[config.mk]
export PLATFORM = sky130hd
export DESIGN_NAME = clock_mode_ctrl
export DESIGN_NICKNAME = d
export VERILOG_FILES = /design/src/rtl/clock_pkg.sv /design/src/rtl/bcd_field_inc.sv /design/src/rtl/clock_mode_ctrl.sv
export SDC_FILE = /design/constraint.sdc
export NUM_CORES = 1
export LEC_CHECK = 0
export ABC_AREA = 1
export BUFFER_PORTS_ARGS = -buffer_cell sky130_fd_sc_hd__buf_4
export CORE_UTILIZATION = 44
export DETAILED_ROUTE_END_ITERATION = 10
export PLACE_DENSITY_LB_ADDON = 0.08
export SLEW_MARGIN = 0
export SYNTH_ARGS = -nofsm -noshare
export SYNTH_HDL_FRONTEND = slang
export SYNTH_HIERARCHICAL = 1
export SYNTH_SLANG_ARGS = --single-unit
[constraint.sdc]
create_clock -name clk -period 7.5 [get_ports clk]
set_input_delay 0.75 -clock clk [delete_from_list [all_inputs] [get_ports clk]]
set_output_delay 0.75 -clock clk [all_outputs]
set_load 0.05 [all_outputs]
[src/rtl/clock_pkg.sv]
// Shared constants for the digital-clock mode sequencer: output mode codes,
// field selectors, BCD wrap limits and the internal sequencer state type.
package clock_pkg;

    localparam logic [1:0] MODE_RUN       = 2'b00;
    localparam logic [1:0] MODE_SET_TIME  = 2'b01;
    localparam logic [1:0] MODE_SET_ALARM = 2'b10;

    localparam logic [1:0] FLD_HH = 2'b00;
    localparam logic [1:0] FLD_MM = 2'b01;
    localparam logic [1:0] FLD_SS = 2'b10;

    localparam logic [7:0] BCD_MAX_HH = 8'h23;
    localparam logic [7:0] BCD_MAX_MS = 8'h59;

    // ST_LOAD is the single cycle that presents time_load while clk_mode still reads SET_TIME
    typedef enum logic [1:0] {
        ST_RUN,
        ST_SET_TIME,
        ST_LOAD,
        ST_SET_ALARM
    } state_t;

endpackage

[src/rtl/bcd_field_inc.sv]
// Combinational two-digit BCD increment with wrap to 00 at a BCD maximum;
// any invalid digit or out-of-range value also wraps to 00.
module bcd_field_inc (
    input  logic [7:0] i_val,
    input  logic [7:0] i_max,
    output logic [7:0] o_val
);

    logic [3:0] w_hi;
    logic [3:0] w_lo;

    assign w_hi = i_val[7:4];
    assign w_lo = i_val[3:0];

    // Valid BCD orders the same as binary, so the range test is a plain compare
    always_comb begin
        if (w_hi > 4'd9 || w_lo > 4'd9 || i_val >= i_max)
            o_val = '0;
        else if (w_lo == 4'd9)
            o_val = {w_hi + 4'd1, 4'd0};
        else
            o_val = {w_hi, w_lo + 4'd1};
    end

endmodule

[src/rtl/clock_mode_ctrl.sv]
// Front-panel mode sequencer: RUN / SET_TIME / SET_ALARM, field editing,
// timekeeper load strobe, alarm register, 12/24h format and blink generation.
module clock_mode_ctrl
    import clock_pkg::*;
#(
    parameter int unsigned BLINK_DIV   = 25_000_000,
    parameter int unsigned TIMEOUT_CYC = 500_000_000
) (
    input  logic        clk,
    input  logic        rst,
    input  logic        btn_mode,
    input  logic        btn_next,
    input  logic        btn_inc,
    input  logic        btn_fmt,
    input  logic        btn_alen,
    input  logic [23:0] clock_time,
    output logic [1:0]  clk_mode,
    output logic        setampm,
    output logic [23:0] edit_time,
    output logic [1:0]  field_sel,
    output logic        time_load,
    output logic [23:0] alarm_time,
    output logic        alarm_en,
    output logic        blink
);

    localparam int unsigned BW = $clog2(BLINK_DIV + 1);
    localparam int unsigned TW = $clog2(TIMEOUT_CYC + 1);
    localparam logic [BW-1:0] BL_LAST = BW'(BLINK_DIV - 1);
    localparam logic [TW-1:0] TO_MAX  = TW'(TIMEOUT_CYC);

    state_t        r_state, w_state_nxt;
    logic [4:0]    r_prev;
    logic          r_setampm, w_setampm_nxt;
    logic [23:0]   r_edit, w_edit_nxt;
    logic [1:0]    r_field, w_field_nxt;
    logic          r_time_load, w_tload_nxt;
    logic [23:0]   r_alarm, w_alarm_nxt;
    logic          r_alarm_en, w_alen_nxt;
    logic          r_blink, w_blink_nxt;
    logic [BW-1:0] r_bcnt, w_bcnt_nxt;
    logic [TW-1:0] r_idle, w_idle_nxt, w_idle_inc;
    logic          w_enter_set;

    logic w_e_mode, w_e_next, w_e_inc, w_e_fmt, w_e_alen;
    logic [7:0] w_fld_val, w_fld_max, w_inc_val;

    assign w_e_mode = btn_mode & ~r_prev[4];
    assign w_e_next = btn_next & ~r_prev[3];
    assign w_e_inc  = btn_inc  & ~r_prev[2];
    assign w_e_fmt  = btn_fmt  & ~r_prev[1];
    assign w_e_alen = btn_alen & ~r_prev[0];

    assign w_fld_val = (r_field == FLD_HH) ? r_edit[23:16] :
                       (r_field == FLD_MM) ? r_edit[15:8]  : r_edit[7:0];
    assign w_fld_max = (r_field == FLD_HH) ? BCD_MAX_HH : BCD_MAX_MS;
    assign w_idle_inc = r_idle + TW'(1);

    bcd_field_inc u_inc (
        .i_val (w_fld_val),
        .i_max (w_fld_max),
        .o_val (w_inc_val)
    );

    always_comb begin
        w_state_nxt   = r_state;
        w_edit_nxt    = r_edit;
        w_field_nxt   = r_field;
        w_alarm_nxt   = r_alarm;
        w_alen_nxt    = r_alarm_en;
        w_tload_nxt   = 1'b0;
        w_idle_nxt    = '0;
        w_enter_set   = 1'b0;
        w_setampm_nxt = r_setampm ^ w_e_fmt;
        w_blink_nxt   = r_blink;
        w_bcnt_nxt    = r_bcnt;

        case (r_state)
            ST_RUN: begin
                w_alen_nxt  = r_alarm_en ^ w_e_alen;
                w_edit_nxt  = '0;
                w_field_nxt = FLD_HH;
                if (w_e_mode) begin
                    w_state_nxt = ST_SET_TIME;
                    w_edit_nxt  = clock_time;
                    w_enter_set = 1'b1;
                end
            end
            // Button edges arriving during the load cycle are deliberately dropped
            ST_LOAD: begin
                w_state_nxt = ST_SET_ALARM;
                w_edit_nxt  = r_alarm;
                w_field_nxt = FLD_HH;
                w_enter_set = 1'b1;
            end
            default: begin
                if (w_e_mode) begin
                    if (r_state == ST_SET_TIME) begin
                        w_state_nxt = ST_LOAD;
                        w_tload_nxt = 1'b1;
                    end else begin
                        w_alarm_nxt = {r_edit[23:8], 8'h00};
                        w_state_nxt = ST_RUN;
                        w_edit_nxt  = '0;
                        w_field_nxt = FLD_HH;
                    end
                end else if (w_e_next) begin
                    if (r_state == ST_SET_ALARM)
                        w_field_nxt = (r_field == FLD_HH) ? FLD_MM : FLD_HH;
                    else begin
                        case (r_field)
                            FLD_HH:  w_field_nxt = FLD_MM;
                            FLD_MM:  w_field_nxt = FLD_SS;
                            default: w_field_nxt = FLD_HH;
                        endcase
                    end
                end else if (w_e_inc) begin
                    case (r_field)
                        FLD_HH:  w_edit_nxt[23:16] = w_inc_val;
                        FLD_MM:  w_edit_nxt[15:8]  = w_inc_val;
                        default: w_edit_nxt[7:0]   = w_inc_val;
                    endcase
                end else if (w_idle_inc == TO_MAX) begin
                    w_state_nxt = ST_RUN;
                    w_edit_nxt  = '0;
                    w_field_nxt = FLD_HH;
                end else begin
                    w_idle_nxt = w_idle_inc;
                end
            end
        endcase

        if (w_state_nxt == ST_RUN) begin
            w_blink_nxt = 1'b0;
            w_bcnt_nxt  = '0;
        end else if (w_enter_set) begin
            w_blink_nxt = 1'b1;
            w_bcnt_nxt  = '0;
        end else if (r_bcnt == BL_LAST) begin
            w_blink_nxt = ~r_blink;
            w_bcnt_nxt  = '0;
        end else begin
            w_bcnt_nxt  = r_bcnt + BW'(1);
        end
    end

    always_ff @(posedge clk) begin
        if (rst) begin
            r_state     <= ST_RUN;
            r_prev      <= '1;
            r_setampm   <= 1'b0;
            r_edit      <= '0;
            r_field     <= FLD_HH;
            r_time_load <= 1'b0;
            r_alarm     <= '0;
            r_alarm_en  <= 1'b0;
            r_blink     <= 1'b0;
            r_bcnt      <= '0;
            r_idle      <= '0;
        end else begin
            r_state     <= w_state_nxt;
            r_prev      <= {btn_mode, btn_next, btn_inc, btn_fmt, btn_alen};
            r_setampm   <= w_setampm_nxt;
            r_edit      <= w_edit_nxt;
            r_field     <= w_field_nxt;
            r_time_load <= w_tload_nxt;
            r_alarm     <= w_alarm_nxt;
            r_alarm_en  <= w_alen_nxt;
            r_blink     <= w_blink_nxt;
            r_bcnt      <= w_bcnt_nxt;
            r_idle      <= w_idle_nxt;
        end
    end

    assign clk_mode   = (r_state == ST_RUN)       ? MODE_RUN :
                        (r_state == ST_SET_ALARM) ? MODE_SET_ALARM : MODE_SET_TIME;
    assign setampm    = r_setampm;
    assign edit_time  = r_edit;
    assign field_sel  = r_field;
    assign time_load  = r_time_load;
    assign alarm_time = r_alarm;
    assign alarm_en   = r_alarm_en;
    assign blink      = r_blink;

endmodule

==> impl_metrics.py <==
metrics = {
    "outcome": {
        "outcome": "finished, final reports clean",
    },
    "placement": {
        "io_buffers": 78,
        "gp_congestion": 0.862,
        "dp_hpwl_um": 11700,
    },
    "critical_path": {
        "crit_path_end_kind": "flip-flop",
        "crit_arrival_ns": 3.69,
        "path_class": "reg -> reg",
        "start_kind": "flip-flop",
        "required_ns": 7.80,
        "crit_fanout": 12,
    },
    "cts": {
        "cts_setup_buffers": 0,
        "cts_inserted_buffers": 9,
        "cts-root-buf": "clkbuf_16",
        "cts_tree": "built",
        "hold_buffers": 0,
        "clockBufferDepth": 2,
        "cts_resized": 0,
        "clock-sinks": 107,
        "clock_latency_ns": 0.36,
        "cts_max_level": 3,
        "path_clk_slew_ns": 0.07,
    },
    "sta": {
        "fin_hold_ws_ns": 0.452,
        "finalMaxSlewViolations": 0,
        "fin_skew_ns": 0.0136,
        "max_slew.worst_pin.slew_ns": 1.09,
        "slew_headroom_pct": 27.6,
        "fin_crit_ns": 3.40,
        "final-hold-violation-count": 0,
        "finalSetupTns_ns": 0,
        "clock.fmax_mhz": 295,
        "min_period_over_period_pct": 45.3,
        "rsz0062_at_grt": "no",
        "setup_viol": 0,
    },
    "synth": {
        "synthArstFlopShare_pct": 0,
        "synthFlopType": "dfxtp_1",
        "synth_edf_count": 0,
        "synth_area_leaders": "dfxtp_1, nand2_1, nor2_1",
        "ys_warn_count": 6,
        "synth_area_sq_um": 6130,
        "ys_seq_area_share_pct": 34.9,
        "syn_inst": 926,
        "synth_area_per_cell_sq_um": 6.62,
        "synth_top_cell_area_share_pct": 34.9,
        "ys_ff_latch": 107,
        "ys_types": 38,
        "yosys.area.top_type": "dfxtp_1",
    },
    "drt": {
        "vias": 5882,
        "wirelength_um": 16100,
        "drt_iter0_markers": 455,
        "drt_pass1_iterations": 4,
        "post_drt_wl_per_cell_um": 13.7,
        "viasPerCell": 5.02,
        "drc": 0,
        "ant_nets": 0,
    },
    "flow_run": {
        "max-cap-violations": 0,
    },
    "global_routing": {
        "grtUsageTotal_pct": 23.1,
        "overflow": 0,
        "grt_pass1_wl_um": 26400,
        "grt_start_max_net_pins": 49,
        "grt_pass1_vias": 5231,
        "antenna_found_initial": 0,
    },
    "worst_hold_path": {
        "min_path_type": "reg -> reg",
    },
    "layout": {
        "final_cell_mix": "nand2_1, nor2_1, inv_1",
        "final_common_cell": "nand2_1",
        "drive_gt1_share_pct": 13.9,
        "area_growth_pct": 15.3,
        "n_antenna_cell": 0,
        "num-nets-final": 1042,
        "fillers": 1410,
        "final_util_pct": 52.8,
    },
    "die": {
        "rows": 42,
        "chipHeight_um": 120,
        "fp.dieW_um": 120,
        "core_area_sq_um": 13400,
        "die_area_sq_um": 14400,
        "initial_core_util_pct": 45.8,
        "design.portCount": 87,
    },
    "pwr": {
        "irDropWorstVdd_mv": 0.250,
        "power_density_nw_per_um2": 292,
        "power_leakage_nw": 2.98,
    },
}
sequential cells by signal (all words and copies together), names as in the netlist, 2 cells and up:
signal,count
alarm_time,16
r_prev,5
r_bcnt,25
r_idle,29
r_state,2
edit_time,24
field_sel,2
area by class of cell:
class                           instances  area, sq um  share of cell area [%]
Clock buffer                           10          239                    3.38
Clock inverter                          6         47.5                   0.673
Inverter                              115          437                    6.18
Multi-Input combinational cell        676         3370                    47.6
Sequential cell                       107         2140                    30.3
Tap cell                              176          220                    3.12
Timing Repair Buffer                   82          616                    8.71
metrics by stage:
step	total power [mW]	setup WS, ns	cell area, sq um	cells
after floorplan	1.40	4.63	6160	935
after global placement	1.60	4.09	6780	1156
after detailed placement	1.60	4.12	6780	1156
after CTS	2.08	4.09	7070	1172
after global routing	2.20	3.73	7070	1172
final	2.06	4.10	7070	1172
path summary, 6_finish.rpt:
kind	from	end	cells after the start	slack, ns
worst min register to register	r_bcnt[0]	r_bcnt[0]	1	0.45
worst max-delay path	field_sel[1]	edit_time[9]	17	4.10
worst min-delay path	r_bcnt[0]	r_bcnt[0]	1	0.45
worst max register to register	field_sel[1]	edit_time[9]	17	4.10
critical path: stages (launching register included):
cell      delay, ns
dfxtp_1        0.45
nor2_1         0.71
nand2_1        0.20
nand3_1        0.28
ha_1           0.28
nand2_1        0.08
inv_1          0.04
nand2_1        0.05
nand3_1        0.07
nor2_2         0.13
nand2_4        0.10
nor2_2         0.08
inv_1          0.04
nor2_1         0.36
a221oi_1       0.11
nand3_1        0.14
nand2_1        0.08
nor2_1         0.12
cell usage after synthesis, types with 6 or more instances:
cell / number
clkbuf_1: 14
nand2_2: 7
a221oi_1: 16
nor2_1: 156
xnor2_1: 10
buf_4: 11
nor2_2: 9
nor3_1: 8
a21oi_1: 58
ha_1: 20
nand3b_1: 6
nand2_1: 222
inv_1: 112
xor2_1: 18
nand3_1: 82
a21oi_2: 10
dfxtp_1: 107
nand4_1: 15
logic make-up after synthesis:
family | count (synthesis) | share of synthesized area, %
flops | 107 | 34.9
xor+xnor | 28 | 4.00
compound gates | 97 | 9.76
fa+ha+maj | 20 | 4.08
simple gates | 520 | 36.4
buf+inv | 152 | 10.7
other cells | 2 | 0.122
per-layer routing:
layer | vias up | track usage [%] | wire length (um)
li1 | 3051 | - | -
met2 | 160 | 36.9 | 7300
met5 | - | 0 | 0
met1 | 2655 | 31.9 | 7700
met4 | 0 | 5.16 | 151
met3 | 16 | 4.71 | 910
where the power goes:
part,switching (mW),internal [mW],leakage (nW)
combinational,0.598,0.261,1.98
sequential,0.0959,0.638,0.867
clock,0.232,0.238,0.139
(Power assumes the default switching activity.)
